$ cat src/rtl/axi_stom_s3.sv
// Response-path mux for one crossbar master port.
// Per-channel round-robin arbiters for B and R from three slaves.

module axi_stom_s3_arb (
  input  logic       clk,
  input  logic       rst,
  input  logic [2:0] req,
  input  logic       done,
  output logic [2:0] grant
);
  typedef enum logic {IDLE, BUSY} state_t;

  state_t     state;
  logic [2:0] gnt;
  logic [2:0] pick;
  logic [1:0] ptr;

  function automatic logic [1:0] next_ptr(input logic [2:0] oh);
    logic [1:0] n;
    unique case (1'b1)
      oh[0]:   n = 2'd1;
      oh[1]:   n = 2'd2;
      default: n = 2'd0;
    endcase
    return n;
  endfunction

  // first requester scanning ptr, ptr+1, ptr+2
  always_comb begin
    pick = 3'b000;
    case (ptr)
      2'd1: begin
        if (req[1])      pick = 3'b010;
        else if (req[2]) pick = 3'b100;
        else if (req[0]) pick = 3'b001;
      end
      2'd2: begin
        if (req[2])      pick = 3'b100;
        else if (req[0]) pick = 3'b001;
        else if (req[1]) pick = 3'b010;
      end
      default: begin
        if (req[0])      pick = 3'b001;
        else if (req[1]) pick = 3'b010;
        else if (req[2]) pick = 3'b100;
      end
    endcase
  end

  // a locked grant is released only by the completing handshake
  always_ff @(posedge clk or posedge rst) begin
    if (rst) begin
      state <= IDLE;
      gnt   <= 3'b000;
      ptr   <= 2'd0;
    end else begin
      unique case (state)
        IDLE: begin
          if (|pick) begin
            if (done) begin
              ptr <= next_ptr(pick);
            end else begin
              state <= BUSY;
              gnt   <= pick;
            end
          end
        end
        BUSY: begin
          if (done) begin
            state <= IDLE;
            ptr   <= next_ptr(gnt);
            gnt   <= 3'b000;
          end
        end
        default: state <= IDLE;
      endcase
    end
  end

  assign grant = rst ? 3'b000
               : (state == BUSY) ? gnt : pick;
endmodule

module axi_stom_s3 #(
  parameter logic [1:0] MASTER_ID = 2'b01,
  parameter int WIDTH_CID = 4,
  parameter int WIDTH_ID  = 4,
  parameter int WIDTH_DA  = 32,
  parameter int WIDTH_SID = WIDTH_CID + WIDTH_ID
) (
  input  logic                 ACLK,
  input  logic                 ARESET,
  input  logic [WIDTH_SID-1:0] S0_BID,
  input  logic [1:0]           S0_BRESP,
  input  logic                 S0_BVALID,
  output logic                 S0_BREADY,
  input  logic [WIDTH_SID-1:0] S0_RID,
  input  logic [WIDTH_DA-1:0]  S0_RDATA,
  input  logic [1:0]           S0_RRESP,
  input  logic                 S0_RLAST,
  input  logic                 S0_RVALID,
  output logic                 S0_RREADY,
  input  logic [WIDTH_SID-1:0] S1_BID,
  input  logic [1:0]           S1_BRESP,
  input  logic                 S1_BVALID,
  output logic                 S1_BREADY,
  input  logic [WIDTH_SID-1:0] S1_RID,
  input  logic [WIDTH_DA-1:0]  S1_RDATA,
  input  logic [1:0]           S1_RRESP,
  input  logic                 S1_RLAST,
  input  logic                 S1_RVALID,
  output logic                 S1_RREADY,
  input  logic [WIDTH_SID-1:0] S2_BID,
  input  logic [1:0]           S2_BRESP,
  input  logic                 S2_BVALID,
  output logic                 S2_BREADY,
  input  logic [WIDTH_SID-1:0] S2_RID,
  input  logic [WIDTH_DA-1:0]  S2_RDATA,
  input  logic [1:0]           S2_RRESP,
  input  logic                 S2_RLAST,
  input  logic                 S2_RVALID,
  output logic                 S2_RREADY,
  output logic [WIDTH_ID-1:0]  M_BID,
  output logic [1:0]           M_BRESP,
  output logic                 M_BVALID,
  input  logic                 M_BREADY,
  output logic [WIDTH_ID-1:0]  M_RID,
  output logic [WIDTH_DA-1:0]  M_RDATA,
  output logic [1:0]           M_RRESP,
  output logic                 M_RLAST,
  output logic                 M_RVALID,
  input  logic                 M_RREADY
);
  localparam int MH = WIDTH_ID + 1;
  localparam int ML = WIDTH_ID;
  localparam int IW = WIDTH_ID;
  localparam int DW = WIDTH_DA;

  logic [2:0] req_b, req_r;
  logic [2:0] gb, gr;
  logic       b_done, r_done;
  logic       unused_ok;

  // accept only beats carrying this master's MID
  assign req_b = {S2_BVALID & (S2_BID[MH:ML] == MASTER_ID),
                  S1_BVALID & (S1_BID[MH:ML] == MASTER_ID),
                  S0_BVALID & (S0_BID[MH:ML] == MASTER_ID)};
  assign req_r = {S2_RVALID & (S2_RID[MH:ML] == MASTER_ID),
                  S1_RVALID & (S1_RID[MH:ML] == MASTER_ID),
                  S0_RVALID & (S0_RID[MH:ML] == MASTER_ID)};

  assign b_done = M_BVALID & M_BREADY;
  assign r_done = M_RVALID & M_RREADY & M_RLAST;

  axi_stom_s3_arb u_arb_b (
    .clk   (ACLK),
    .rst   (ARESET),
    .req   (req_b),
    .done  (b_done),
    .grant (gb)
  );

  axi_stom_s3_arb u_arb_r (
    .clk   (ACLK),
    .rst   (ARESET),
    .req   (req_r),
    .done  (r_done),
    .grant (gr)
  );

  assign M_BID =
      ({IW{gb[0]}} & S0_BID[IW-1:0])
    | ({IW{gb[1]}} & S1_BID[IW-1:0])
    | ({IW{gb[2]}} & S2_BID[IW-1:0]);
  assign M_BRESP =
      ({2{gb[0]}} & S0_BRESP)
    | ({2{gb[1]}} & S1_BRESP)
    | ({2{gb[2]}} & S2_BRESP);
  assign M_BVALID = (gb[0] & S0_BVALID)
                  | (gb[1] & S1_BVALID)
                  | (gb[2] & S2_BVALID);

  assign M_RID =
      ({IW{gr[0]}} & S0_RID[IW-1:0])
    | ({IW{gr[1]}} & S1_RID[IW-1:0])
    | ({IW{gr[2]}} & S2_RID[IW-1:0]);
  assign M_RDATA =
      ({DW{gr[0]}} & S0_RDATA)
    | ({DW{gr[1]}} & S1_RDATA)
    | ({DW{gr[2]}} & S2_RDATA);
  assign M_RRESP =
      ({2{gr[0]}} & S0_RRESP)
    | ({2{gr[1]}} & S1_RRESP)
    | ({2{gr[2]}} & S2_RRESP);
  assign M_RLAST = (gr[0] & S0_RLAST)
                 | (gr[1] & S1_RLAST)
                 | (gr[2] & S2_RLAST);
  assign M_RVALID = (gr[0] & S0_RVALID)
                  | (gr[1] & S1_RVALID)
                  | (gr[2] & S2_RVALID);

  assign S0_BREADY = gb[0] & M_BREADY;
  assign S1_BREADY = gb[1] & M_BREADY;
  assign S2_BREADY = gb[2] & M_BREADY;
  assign S0_RREADY = gr[0] & M_RREADY;
  assign S1_RREADY = gr[1] & M_RREADY;
  assign S2_RREADY = gr[2] & M_RREADY;

  // slave-code bits are routing info not needed on this side
  assign unused_ok = ^{S0_BID[WIDTH_SID-1:MH+1],
                       S1_BID[WIDTH_SID-1:MH+1],
                       S2_BID[WIDTH_SID-1:MH+1],
                       S0_RID[WIDTH_SID-1:MH+1],
                       S1_RID[WIDTH_SID-1:MH+1],
                       S2_RID[WIDTH_SID-1:MH+1]};
endmodule

$ cat config.mk
export PLATFORM = sky130hd
export DESIGN_NAME = axi_stom_s3
export DESIGN_NICKNAME = d
export VERILOG_FILES = /design/src/rtl/axi_stom_s3.sv
export SDC_FILE = /design/constraint.sdc
export NUM_CORES = 1
export LEC_CHECK = 0
export BUFFER_PORTS_ARGS = -buffer_cell sky130_fd_sc_hd__buf_2
export CAP_MARGIN = 20
export CORE_ASPECT_RATIO = 0.75
export CORE_MARGIN = 5
export CORE_UTILIZATION = 33
export CTS_BUF_LIST = sky130_fd_sc_hd__clkbuf_8
export CTS_CLUSTER_SIZE = 12
export DETAILED_ROUTE_END_ITERATION = 12
export GPL_TIMING_DRIVEN = 0
export PLACE_DENSITY = 0.88
export SETUP_SLACK_MARGIN = 0.15
export SYNTH_ARGS = -nofsm -noshare
export SYNTH_HDL_FRONTEND = slang
export SYNTH_HIERARCHICAL = 1
export SYNTH_SLANG_ARGS = --single-unit
$ cat constraint.sdc
create_clock -name ACLK -period 3.7 [get_ports ACLK]
set_input_delay 0 -clock ACLK [delete_from_list [all_inputs] [get_ports ACLK]]
set_output_delay 0 -clock ACLK [all_outputs]
set_load 0.005 [all_outputs]
==> flow_summary.yaml <==
sta:
  fin_crit_sh_pct: 88.54
  period_needed_ns: 3.276
  tightest_slew_ns: 0.6602
  slew_headroom_pct: 55.43
  fin_skew_ns: 0.002003
  setup_violations: 0
  tns_ns: 0
  finalHoldViolCount: 0
  grt_setup_unrepaired: "false"
  maxSlewViolCount: 0
  finalWorstSetupSlack_ns: 0.4241
  fmax_ghz: 0.3053
grt:
  grt_pass1_vias: 2830
  grt_remaining_overflow: 0
  grt_pass1_wl_um: 13260
  antenna_found_initial: 1
  grt_max_degree: 11
  track_usage_pct: 24.06
synth:
  synth_xor_area_share_pct: 0
  ys_ff_latch: 12
  ys_types: 29
  synthArstFlopShare_pct: 100.0
  ys_seq_area_share_pct: 17.30
  synth_simple_gate_area_share_pct: 14.35
  synthesis.nets: 410
  synth_top_family_by_area: "compound AO/OA/AOI/OAI gates"
  yosys.area_share.adder_pct: 5.768
  synth_cells: 233
  ys.flop_type: "dfrtp_1"
  syn_avg_cell_area_um2: 7.448
  synth_edf_count: 0
  mappedNetlistArea_mm2: 0.001735
  yosysWarnings: 6
  muxShareOfSynthArea_pct: 1.154
  synth_compound_area_share_pct: 42.54
worst_setup_path:
  reg2reg_slack_ns: 0.42
  worstPathCellList: "inv_1, ha_1, nor2b_1, a21oi_1, o2bb2ai_1, nand3_1, a21oi_1, buf_2, buf_2, a222oi_1, buf_4, nor3b_2, inv_1, ha_1, o21ai_0, o31ai_1"
  cp.required_ns: 3.80
  crit_path_max_fanout: 10
  r2r-end: "u_arb_r/gnt[0]"
  r2r_cells: 16
  crit_type: "reg -> reg"
  end_kind: "register"
  cpPeakStageDelay_ns: 0.41
  regToRegStartpoint: "u_arb_r/ptr[0]"
  cp-start-kind: "register"
  slowest_stage: "ha_1"
  critPathArrivalTime_ns: 3.37
route:
  drt_wl_total_um: 9059
  postRouteAntennaNets: 0
  first_pass_iters: 9
  num_vias: 2870
  drtIter0Drc: 374
  via_per_inst: 5.509
  drc: 0
  routedWlPerCell_um: 17.39
die:
  die_height_um: 72.80
  num_io_pins: 222
  row_count: 22
  die_w_um: 93.74
  initial_utilization_pct: 34.83
  coreArea_mm2: 0.004982
  die-area_mm2: 0.006824
hold_path:
  min-delay-start: "S2_BID[5]"
  whs_endpoint: "u_arb_b/gnt[2]"
  hp-class: "in -> reg"
  holdPathStages: 4
placement:
  routabilityCongestion: 0.9218
  hpwl_um: 7843
  port_buffers: 209
  pre_cts_ws_ns: 0.2891
cts:
  path_clk_slew_ns: 0.05
  cts_tree: "yes"
  cts_max_level: 1
  clk_latency_ns: 0.23
  cts_buffers: 3
  clk_path_buf_depth: 2
  cts_root_buffer: "clkbuf_8"
  cts_sinks: 12
finish:
  drive_gt1_share_pct: 51.56
  final_util_pct: 59.27
  fin_nets: 627
  syn_to_final_growth_pct: 70.15
power:
  pwr_density_cell_mw_per_mm2: 314.6
  totalPowerFinal_uw: 929.0
  peakVddDrop_v: 0.0001378
  p_leak_uw: 0.001998
flow_run:
  cap_violations: 0
run_status:
  outcome: "completed"
worst max-delay path: cells and delay by family, from the launching register on:
family	cells	cell delay, ns
AO/OA/AOI/OAI	6	0.75
buffers and inverters	5	0.70
flip-flops	1	0.35
AND/OR/NAND/NOR	3	0.54
adder cells (fa/ha/maj)	2	0.79
worst max path at each step:
| stage | start | end | slack, ns | cells after the start |
|---|---|---|---|---|
| after floorplan | u_arb_r/ptr[0] | u_arb_r/gnt[0] | 0.86 | 14 |
| after global placement | u_arb_r/ptr[0] | u_arb_r/gnt[0] | 0.39 | 14 |
| after detailed placement | u_arb_r/ptr[0] | u_arb_r/gnt[0] | 0.29 | 14 |
| after CTS | u_arb_r/ptr[0] | u_arb_r/gnt[0] | 0.26 | 14 |
| after global routing | u_arb_r/ptr[0] | u_arb_r/gnt[0] | 0.15 | 16 |
| final | u_arb_r/ptr[0] | u_arb_r/gnt[0] | 0.42 | 16 |
per-stage QoR:
| stage | instances | instance area, um2 | hold slack (ns) |
|---|---|---|---|
| 6_report | 521 | 2953 | 0.1246 |
| 2_1_floorplan | 233 | 1735 | -0.2090 |
| 3_5_place_dp | 514 | 2872 | -0.001881 |
| 4_1_cts | 518 | 2923 | 0.1166 |
| 3_3_place_gp | 514 | 2872 | -0.006513 |
| 5_1_grt | 521 | 2953 | 0.1575 |
report_power, final:
part	switching (uW)	leakage [uW]	total, uW	internal (uW)
Sequential	18.9	0.000155	183	164
Clock	42.7	0.0000216	114	71.3
Combinational	343	0.00182	632	289
Total	404	0.00200	929	525
state kept, by name, indices dropped and copies added, names as in the netlist:
signal	flops
u_arb_r/ptr	2
u_arb_r/gnt	3
u_arb_b/gnt	3
u_arb_b/ptr	2
u_arb_b/state	1
u_arb_r/state	1
cells by family after synthesis:
family | count (synthesis)
AOI/OAI and AO/OA | 87
buffers and inverters | 78
and+or+nand+nor | 46
DFF | 12
adders and majority gates | 8
muxes | 2
cell usage in the layout (no fill, tap or decap), types with 3 or more instances in the layout:
master / instances
nor2_1: 10
clkbuf_8: 3
a222oi_1: 47
dfrtp_1: 12
o31ai_1: 4
and3b_1: 4
nor3_1: 6
inv_1: 61
o21ai_1: 6
ha_1: 8
nand2_1: 6
nor2b_1: 5
nand2b_1: 6
and2_1: 6
clkbuf_1: 4
buf_2: 218
a21oi_1: 12
o21ai_0: 4
buf_6: 3
metal layers:
layer | track usage, % | up-vias | routed length [um]
met5 | 0 | - | 0
met4 | 7.212 | 0 | 214
met3 | 4.124 | 16 | 719
met2 | 46.50 | 163 | 4875
met1 | 26.84 | 1365 | 3249
li1 | - | 1326 | -
cells in the mapped netlist, types with 3 or more instances:
cell,instances,area (um2)
dfrtp_1,12,300.3
nand2_1,6,22.52
inv_1,61,229.0
and3b_1,4,35.03
and2_1,6,37.54
o21ai_1,6,30.03
nor3_1,6,30.03
nor2_1,10,37.54
clkbuf_1,4,15.01
o31ai_1,4,30.03
nor2b_1,5,31.28
nand2b_1,6,37.54
a222oi_1,47,470.5
ha_1,8,100.1
buf_6,3,33.78
o21ai_0,4,20.02
buf_2,9,45.04
a21oi_1,12,60.06
final cells by class:
type                       count  area, um2
fill                         465       2029
multi-input combinational    143       1120
timing repair buffer         212       1071
sequential                    12      300.3
inverter                      61      229.0
buffer                        17      98.84
tap                           72      90.09
clock buffer                   3      41.29
antenna                        1      2.502
what timing repair did:
action / CTS / global route
resized for setup: 0 / 3
hold buffers: 1 / 0
setup endpoints to repair: 0 / 5
hold endpoints to repair: 12 / 0
buffers inserted: 0 / 2
Note: power is estimated with default switching activity, not from simulation.
